## src/rtl/uart_pkg.sv

```systemverilog
// rtl/uart_pkg.sv - shared UART types and constants
// Frame-state encoding, parity polarity and legal data-width range shared by TX and RX.
package uart_pkg;

  typedef enum logic [2:0] {
    IDLE   = 3'd0,
    ARMED  = 3'd1,
    START  = 3'd2,
    DATA   = 3'd3,
    PARITY = 3'd4,
    STOP1  = 3'd5,
    STOP2  = 3'd6
  } tx_state_t;

  localparam logic PAR_EVEN = 1'b0;
  localparam logic PAR_ODD  = 1'b1;

  localparam int DW_MIN = 5;
  localparam int DW_MAX = 16;

  // Narrow words are zero-extended by the caller, which leaves the XOR unchanged.
  function automatic logic parity_bit(input logic [DW_MAX-1:0] word, input logic odd);
    return (^word) ^ (odd == PAR_ODD);
  endfunction

endpackage

```

## src/rtl/uart_tx_frame_engine_if.sv

```systemverilog
// rtl/uart_tx_frame_engine_if.sv - word handshake and per-frame config bundle
// The host side drives word plus frame options; the engine returns s_ready.
interface uart_tx_frame_engine_if #(
  parameter int DATA_WIDTH = 8
);

  logic                  s_valid;
  logic                  s_ready;
  logic [DATA_WIDTH-1:0] s_data;
  logic                  par_en;
  logic                  par_odd;
  logic                  stop2;
  logic                  msb_first;

  modport master (
    output s_valid, s_data, par_en, par_odd, stop2, msb_first,
    input  s_ready
  );

  modport slave (
    input  s_valid, s_data, par_en, par_odd, stop2, msb_first,
    output s_ready
  );

endinterface

```

## src/rtl/uart_tx_shifter.sv

```systemverilog
// rtl/uart_tx_shifter.sv - data-bit shift register with direction select and bit index
// Presents the current and following data bit so the framer can register tx on the same tick.
module uart_tx_shifter
  import uart_pkg::*;
#(
  parameter int DATA_WIDTH = 8
) (
  input  logic                  clk_i,
  input  logic                  rst_ni,
  input  logic                  load_i,
  input  logic                  shift_i,
  input  logic                  msb_first_i,
  input  logic [DATA_WIDTH-1:0] data_i,
  output logic                  head_o,
  output logic                  next_o,
  output logic                  last_o
);

  localparam int CNT_W = $clog2(DATA_WIDTH);
  localparam logic [CNT_W-1:0] LAST_IDX = CNT_W'(DATA_WIDTH - 1);

  logic [DATA_WIDTH-1:0] sr_q, sr_d;
  logic [CNT_W-1:0]      idx_q, idx_d;
  logic                  msb_q, msb_d;

  always_comb begin
    sr_d  = sr_q;
    idx_d = idx_q;
    msb_d = msb_q;
    if (load_i) begin
      sr_d  = data_i;
      idx_d = '0;
      msb_d = msb_first_i;
    end else if (shift_i) begin
      sr_d  = msb_q ? {sr_q[DATA_WIDTH-2:0], 1'b0} : {1'b0, sr_q[DATA_WIDTH-1:1]};
      idx_d = idx_q + 1'b1;
    end
  end

  always_ff @(posedge clk_i or negedge rst_ni) begin
    if (!rst_ni) begin
      sr_q  <= '0;
      idx_q <= '0;
      msb_q <= 1'b0;
    end else begin
      sr_q  <= sr_d;
      idx_q <= idx_d;
      msb_q <= msb_d;
    end
  end

  assign head_o = msb_q ? sr_q[DATA_WIDTH-1] : sr_q[0];
  assign next_o = msb_q ? sr_q[DATA_WIDTH-2] : sr_q[1];
  assign last_o = (idx_q == LAST_IDX);

endmodule

```

## src/rtl/uart_tx_frame_engine.sv

```systemverilog
// rtl/uart_tx_frame_engine.sv - UART transmit framer (start, data, optional parity, 1/2 stop)
// Bits advance only on tick; all frame options are frozen when the word is accepted.
module uart_tx_frame_engine
  import uart_pkg::*;
#(
  parameter int DATA_WIDTH = 8
) (
  input  logic                    clk_i,
  input  logic                    rst_ni,
  input  logic                    tick_i,
  uart_tx_frame_engine_if.slave   s,
  output logic                    tx_o,
  output logic                    busy_o,
  output logic                    done_o
);

  localparam logic [2:0] ST_IDLE   = IDLE;
  localparam logic [2:0] ST_ARMED  = ARMED;
  localparam logic [2:0] ST_START  = START;
  localparam logic [2:0] ST_DATA   = DATA;
  localparam logic [2:0] ST_PARITY = PARITY;
  localparam logic [2:0] ST_STOP1  = STOP1;
  localparam logic [2:0] ST_STOP2  = STOP2;

  if (DATA_WIDTH < DW_MIN || DATA_WIDTH > DW_MAX) begin : g_width_check
    $error("uart_tx_frame_engine: DATA_WIDTH out of range");
  end

  logic [2:0] state_q, state_d;
  logic       tx_q, tx_d;
  logic       busy_q, busy_d;
  logic       done_q, done_d;
  logic       par_en_q, par_en_d;
  logic       stop2_q, stop2_d;
  logic       par_bit_q, par_bit_d;

  logic accept;
  logic shift;
  logic head_bit, next_bit, last_bit;

  assign s.s_ready = (state_q == ST_IDLE);
  assign accept    = (state_q == ST_IDLE) && s.s_valid;

  uart_tx_shifter #(
    .DATA_WIDTH (DATA_WIDTH)
  ) u_shifter (
    .clk_i       (clk_i),
    .rst_ni      (rst_ni),
    .load_i      (accept),
    .shift_i     (shift),
    .msb_first_i (s.msb_first),
    .data_i      (s.s_data),
    .head_o      (head_bit),
    .next_o      (next_bit),
    .last_o      (last_bit)
  );

  always_comb begin
    state_d   = state_q;
    tx_d      = tx_q;
    done_d    = 1'b0;
    par_en_d  = par_en_q;
    stop2_d   = stop2_q;
    par_bit_d = par_bit_q;
    shift     = 1'b0;
    case (state_q)
      ST_IDLE: begin
        tx_d = 1'b1;
        if (accept) begin
          state_d   = ST_ARMED;
          par_en_d  = s.par_en;
          stop2_d   = s.stop2;
          par_bit_d = parity_bit(DW_MAX'(s.s_data), s.par_odd);
        end
      end
      ST_ARMED: if (tick_i) begin
        state_d = ST_START;
        tx_d    = 1'b0;
      end
      ST_START: if (tick_i) begin
        state_d = ST_DATA;
        tx_d    = head_bit;
      end
      // tx is registered, so each tick loads the bit that the coming period carries.
      ST_DATA: if (tick_i) begin
        if (!last_bit) begin
          shift = 1'b1;
          tx_d  = next_bit;
        end else if (par_en_q) begin
          state_d = ST_PARITY;
          tx_d    = par_bit_q;
        end else begin
          state_d = ST_STOP1;
          tx_d    = 1'b1;
        end
      end
      ST_PARITY: if (tick_i) begin
        state_d = ST_STOP1;
        tx_d    = 1'b1;
      end
      ST_STOP1: if (tick_i) begin
        tx_d = 1'b1;
        if (stop2_q) begin
          state_d = ST_STOP2;
        end else begin
          state_d = ST_IDLE;
          done_d  = 1'b1;
        end
      end
      ST_STOP2: if (tick_i) begin
        tx_d    = 1'b1;
        state_d = ST_IDLE;
        done_d  = 1'b1;
      end
      default: begin
        state_d = ST_IDLE;
        tx_d    = 1'b1;
      end
    endcase
    busy_d = (state_d != ST_IDLE);
  end

  always_ff @(posedge clk_i or negedge rst_ni) begin
    if (!rst_ni) begin
      state_q   <= ST_IDLE;
      tx_q      <= 1'b1;
      busy_q    <= 1'b0;
      done_q    <= 1'b0;
      par_en_q  <= 1'b0;
      stop2_q   <= 1'b0;
      par_bit_q <= 1'b0;
    end else begin
      state_q   <= state_d;
      tx_q      <= tx_d;
      busy_q    <= busy_d;
      done_q    <= done_d;
      par_en_q  <= par_en_d;
      stop2_q   <= stop2_d;
      par_bit_q <= par_bit_d;
    end
  end

  assign tx_o   = tx_q;
  assign busy_o = busy_q;
  assign done_o = done_q;

endmodule
```

## src/flat_wrapper.sv

```systemverilog
// flat-port wrapper written by rule: the top's interface ports become plain ports
module uart_tx_frame_engine_flat import uart_pkg::*;
#(
  parameter int DATA_WIDTH = 8
)
  (clk_i, rst_ni, tick_i, tx_o, busy_o, done_o, s_s_valid, s_s_data, s_par_en, s_par_odd, s_stop2, s_msb_first, s_s_ready);
  uart_tx_frame_engine_if #(.DATA_WIDTH(DATA_WIDTH)) s_i ();
  input  logic clk_i;
  input  logic rst_ni;
  input  logic tick_i;
  output logic tx_o;
  output logic busy_o;
  output logic done_o;
  input wire logic [$bits(s_i.s_valid)-1:0] s_s_valid;
  input wire logic [$bits(s_i.s_data)-1:0] s_s_data;
  input wire logic [$bits(s_i.par_en)-1:0] s_par_en;
  input wire logic [$bits(s_i.par_odd)-1:0] s_par_odd;
  input wire logic [$bits(s_i.stop2)-1:0] s_stop2;
  input wire logic [$bits(s_i.msb_first)-1:0] s_msb_first;
  output wire logic [$bits(s_i.s_ready)-1:0] s_s_ready;
  assign s_i.s_valid = s_s_valid;
  assign s_i.s_data = s_s_data;
  assign s_i.par_en = s_par_en;
  assign s_i.par_odd = s_par_odd;
  assign s_i.stop2 = s_stop2;
  assign s_i.msb_first = s_msb_first;
  assign s_s_ready = s_i.s_ready;
  uart_tx_frame_engine #(.DATA_WIDTH(DATA_WIDTH)) u_core (.clk_i(clk_i), .rst_ni(rst_ni), .tick_i(tick_i), .s(s_i), .tx_o(tx_o), .busy_o(busy_o), .done_o(done_o));
endmodule
```

## config.mk

```make
export PLATFORM = sky130hd
export DESIGN_NAME = uart_tx_frame_engine_flat
export DESIGN_NICKNAME = d
export VERILOG_FILES = /design/src/rtl/uart_pkg.sv /design/src/rtl/uart_tx_frame_engine_if.sv /design/src/rtl/uart_tx_shifter.sv /design/src/rtl/uart_tx_frame_engine.sv /design/src/flat_wrapper.sv
export SDC_FILE = /design/constraint.sdc
export NUM_CORES = 1
export LEC_CHECK = 0
export ABC_CLOCK_PERIOD_IN_PS = 1900
export CAP_MARGIN = 15
export CORE_MARGIN = 1
export CORE_UTILIZATION = 45
export DETAILED_ROUTE_END_ITERATION = 16
export PLACE_DENSITY_LB_ADDON = 0.12
export SKIP_LAST_GASP = 1
export SLEW_MARGIN = 5
export SYNTH_ARGS = -nofsm -noshare
export SYNTH_HDL_FRONTEND = slang
export SYNTH_HIERARCHICAL = 1
export SYNTH_SLANG_ARGS = --single-unit
```

## constraint.sdc

```tcl
create_clock -name clk_i -period 1.9 [get_ports clk_i]
set_input_delay 0.285 -clock clk_i [delete_from_list [all_inputs] [get_ports clk_i]]
set_output_delay 0.285 -clock clk_i [all_outputs]
set_load 0.02 [all_outputs]
```

# == Word-level counts from Yosys, hierarchy flattened ==
# Cells that the tools add are included.
# totals
wordCells,63
input_bits,16
register_bits,21
# op_classes
reduce_logical,8
bitwise,1
n_eq_ne,11
muxes,32
add_sub_neg,1
# ops
op,n
$mux 3,11
$mux 8,3
$pmux 3 s7,1
$reduce_xor 16->1,1
$mux 1,15
$eq 3x3->1 const B,4
$eq 3x2->1 const B,2
$ne 2x2->1 const B,3
$pmux 1 s4,1
$reduce_and 4->1,1
$add 3x1->3 const B,1
$eq 3x1->1 const B,1
$logic_not 3->1,1
$reduce_bool 3->1,1
$reduce_or 3->1,1
$ne 2x1->1 const B,1
$pmux 1 s2,1
$reduce_and 2->1,1
$reduce_bool 2->1,1
$logic_and 1x1->1,1
$xor 1x1->1,1

# == Logic depth before layout (Yosys ltp) ==
# logic_depth
depth_word,6
ltp_mapped,8
depth_no_buf,6

# == By module ==
# The synthesis kept the hierarchy.
# by_module_without_submodules
mod,area_each_um2,cells_per_inst,n_inst
uart_tx_shifter,674.4,61,1
uart_tx_frame_engine,588.1,63,1

# == Least setup slack after synthesis ==
# Ideal clock, no wire load.
# synth_timing
kind,flip-flop to flip-flop
start,register u_core.state_q[0]
end,register u_core.u_shifter.msb_q
setup_slack_ns,-0.115
synth_period_minus_slack_ns,2.015
required_ns,1.775
n_path_buf,2
path_stages_with_launch,7
arrival_time_ns,1.890
cell_sequence,dfrtp_1 buf_6 nor3_1 nand2_1 inv_1 buf_6 mux2_2
# synth_between
elab_chain_len,2
# synth_lines
element,line,text
from (decl),uart_tx_frame_engine.sv:29,"logic [2:0] state_q, state_d;"
from (signal assigned),uart_tx_frame_engine.sv:133,state_q <= state_d;
$logic_not 3->1,--,
net s_s_ready,flat_wrapper.sv:20,output wire logic [$bits(s_i.s_ready)-1:0] s_s_ready;
$logic_and 1x1->1,uart_tx_frame_engine.sv:42,assign accept = (state_q == ST_IDLE) && s.s_valid;
net u_core.accept,uart_tx_frame_engine.sv:37,logic accept;
to (signal assigned),uart_tx_shifter.sv:48,msb_q <= msb_d;
to (decl),uart_tx_shifter.sv:24,"logic msb_q, msb_d;"
# The timed path passes the listed nets, and every way through them passes these cells.
# A chain may end at the register's enable or synchronous reset.

# == Final worst setup path ==
# layout_timing
start,register u_core.u_shifter.idx_q[0]
end,register u_core.busy_q (netlist: u_core/busy_o)
# layout_between
elab_chain_len,5
# layout_lines
element,line,text
from (decl),uart_tx_shifter.sv:23,"logic [CNT_W-1:0] idx_q, idx_d;"
from (signal assigned),uart_tx_shifter.sv:47,idx_q <= idx_d;
$eq 3x3->1,uart_tx_shifter.sv:54,assign last_o = (idx_q == LAST_IDX);
net u_core.last_bit,uart_tx_frame_engine.sv:39,"logic head_bit, next_bit, last_bit;"
$mux 3,uart_tx_frame_engine.sv:86,if (!last_bit) begin
$mux 3,uart_tx_frame_engine.sv:85,ST_DATA: if (tick_i) begin
$pmux 3 s7,uart_tx_frame_engine.sv:66,case (state_q)
net u_core.state_d[1],uart_tx_frame_engine.sv:29,
$reduce_bool 3->1,uart_tx_frame_engine.sv:120,busy_d = (state_d != ST_IDLE);
net u_core.busy_d,uart_tx_frame_engine.sv:31,"logic busy_q, busy_d;"
to (signal assigned),uart_tx_frame_engine.sv:135,busy_q <= busy_d;
to (decl),uart_tx_frame_engine.sv:31,
# The timed path passes the listed nets, and every way through them passes these cells.

==> run_results.csv <==
group,metric,value,unit
cts,cts_sinks,21,
yosys,syn_area_per_cell,10.2,um2
power,pwr-share-clk,10.5,%
detailed_routing,drt-initial-drc-count,13,
power,switching_share,37.5,%
final_layout,antenna_cells,0,
final_layout,synthToLayoutAreaGrowth,21.2,%
final_layout,ff_latch_area,528,um2
global_route,grt_pass1_wl,3970,um
timing,layout_setup_ws,0.120,ns
detailed_routing,vias_per_cell,5.48,
global_route,overflow,0,
floorplan,die_h,55.0,um
yosys,synth_area_leaders,"dfrtp_1 40%, mux2i_1 7.1%, mux2_2 4.5%",
place,dp_slack,-0.0205,ns
floorplan,start_util,49.2,%
cts,cts_buffers,3,
yosys,ys_types,38,
worst_setup_path,r2r-end,"u_core/busy_o",
timing,hold-worst-slack,0.305,ns
worst_setup_path,critPathKind,"register to register",
power,power.share.sequential,41.1,%
power,internal-power,1240,uW
timing,skew,0.00147,ns
detailed_routing,wl_met2,1110,um
detailed_routing,finalWirelength,2470,um
place,place_congestion,0.833,
detailed_routing,drc,0,
detailed_routing,wl_met1,1220,um
floorplan,core_area,2570,um2
yosys,async_flop_share,100,%
timing,max_freq,562,MHz
power,leakagePower,0.000644,uW
job,maxCapViolCount,0,
timing,rsz0062_at_grt,"no",
floorplan,rows,18,
global_route,grt_usage,18.9,%
cts,cts_max_level,1,
worst_setup_path,endpoint_kind,"register",
worst_setup_path,critical_path_arrival,1.96,ns
timing,hold_violations,0,
floorplan,die_x,55.0,um
final_layout,n_fill_cell,229,
cts,root_buffer,"clkbuf_4",
timing,period_share,93.7,%
place,hpwl,1950,um
worst_setup_path,cp.required,2.08,ns
place,post_dp_cell_area,1500,um2
cts,clkTransAtPathRegs,0.11,ns
final_layout,utilization,59.6,%
yosys,syn-num-nets,142,
yosys,yosysTopAreaCellShare,39.6,%
yosys,synth_top_area_cell,"dfrtp_1",
cts,insertion_delay,0.30,ns
timing,min_period,1.78,ns
detailed_routing,wl_per_cell,13.9,um
detailed_routing,top_layer_used,"met4",
timing,worstMarginPinSlew,0.286,ns
final_layout,multi_input_area,658,um2
timing,slew_violations,0,
power,power_density,1300,nW/um2
power,comb_power_share,48.4,%
cts,cts.path.max_buffers,2,
final_layout,drive_gt1_share,18.9,%
final_layout,layout.nets,167,
global_route,grt_pass1_vias,891,
yosys,ys_seq_area_share,41.7,%
detailed_routing,ant_nets,0,
yosys,synth_ff_type,"dfrtp_1",
place,port_buffers,19,
worst_setup_path,r2r_start,"u_core/u_shifter/idx_q[0]",
yosys,netlist_area,1260,um2
global_route,grt_max_degree,22,
detailed_routing,drtPass1Iterations,4,
yosys,yosys_warnings,6,
worst_setup_path,ff2ff_path_depth,6,
final_layout,final_cell_area,1530,um2
worst_setup_path,critPathMaxFanout,6,
yosys,synth_edf_count,0,
floorplan,pin_count,20,
yosys,netlist_instances,124,
detailed_routing,num_vias,975,
timing,slew_headroom,81.0,%
power,switchingPower,744,uW
outcome,status,"completed",
power,vdd_ir_drop_max,915,uV
cts,cts_hold_buf,0,
worst_hold_path,hold_class,"primary input to asynchronous set/reset pin",
worst_setup_path,ff2ff_setup_slack,0.12,ns
yosys,synth_seq_cells,21,
detailed_routing,wl_met3,105,um
cts,cts_tree,"built",
cts,post_cts_buffers,0,
global_route,antenna_found_initial,0,
floorplan,design.die.area,3020,um2
timing,setup_viol,0,
worst_setup_path,critPathLaunchType,"register",
[state kept, by name, indices dropped and copies added (netlist names)]
signal,count
u_core/busy_o,1
u_core/done_o,1
u_core/par_bit_q,1
u_core/par_en_q,1
u_core/state_q,3
u_core/stop2_q,1
u_core/tx_o,1
u_core/u_shifter/idx_q,3
u_core/u_shifter/msb_q,1
u_core/u_shifter/sr_q,8
[per-layer routing]
metal,vias to the layer above,GRT usage (%)
li1,485,-
met1,468,26.7
met2,18,27.3
met3,4,6.83
met4,0,4.58
met5,-,0
[what timing repair did]
item,CTS,global route
setup endpoints to repair,1,9
endpoints found under the hold margin,0,0
gates resized for setup,1,3
[final cells by class]
class / instances / area share [%]
clock buffers: 3 / 1.47
clock inverters: 1 / 0.327
multi-input cells: 90 / 43.0
well taps: 30 / 2.45
repair buffers: 28 / 16.8
inverters: 5 / 1.47
flip-flops and latches: 21 / 34.5
[stage by stage]
step	total power [uW]	std cells	setup TNS [ns]
after floorplan	1530	124	0
after global placement	1750	174	0
after detailed placement	1780	174	-0.0358
after CTS	1990	178	0
after global routing	2140	178	0
final	1980	178	0
[critical path: stages, from the launching register on]
cell and delay [ns]:
dfrtp_1 0.38, ha_1 0.16, ha_2 0.24, a21oi_1 0.09, o211ai_1 0.17, o31ai_1 0.10
or4b_1 0.52
[power groups by stage]
stage          clock network (uW)  registers [uW]  logic (uW)
2_1_floorplan                   0             755         778
3_3_place_gp                    0             813         938
3_5_place_dp                    0             819         963
4_1_cts                       220             809         961
5_1_grt                       232             838        1070
6_report                      208             814         960
[cell usage in the layout, fill, tap and decap left out, types with 2 or more instances in the layout]
master            n
nor2_1            9
nand2_1          14
buf_4             9
inv_1             4
mux2_2            5
o211ai_1          7
xor2_1            2
dfrtp_1          19
clkbuf_4          3
xnor2_1           5
mux2i_1           9
o21ai_0           2
nor2b_1           2
a31oi_1           3
clkdlybuf4s50_1  18
a21oi_1           3
or3b_1            5
nand2b_1          3
[cells by family (layout without fill, tap and decap cells)]
logic type      after synthesis  in the layout  share of synthesized area, %
simple gates                 44             44                          19.3
mux                          14             14                          11.6
compound gates               22             22                          12.0
fa+ha+maj                     2              2                          1.98
buf+inv                      13             37                          6.74
flops                        21             21                          41.7
xor+xnor                      8              8                          6.64
[cells in the mapped netlist, drive strengths merged, types with 3 or more instances]
| master | instances |
|---|---|
| mux2 | 5 |
| inv | 5 |
| buf | 8 |
| a31oi | 3 |
| or3b | 6 |
| o211ai | 7 |
| nand2 | 14 |
| a21oi | 3 |
| dfrtp | 20 |
| nor2 | 9 |
| mux2i | 9 |
| xnor2 | 5 |
| nand2b | 4 |
[worst max-delay path by stage]
stage                                    from                       end  slack (ns)  cells past startpoint
CTS                 u_core/u_shifter/idx_q[0]             u_core/busy_o        0.05                      6
global placement                       tick_i  u_core/u_shifter/sr_q[2]        0.03                      6
finish              u_core/u_shifter/idx_q[0]             u_core/busy_o        0.12                      6
detailed placement                     tick_i             u_core/busy_o       -0.02                      5
global route        u_core/u_shifter/idx_q[0]             u_core/busy_o        0.02                      6
floorplan                   u_core/state_q[1]    u_core/u_shifter/msb_q        0.15                      6
Note: power is estimated with default switching activity, not from simulation.
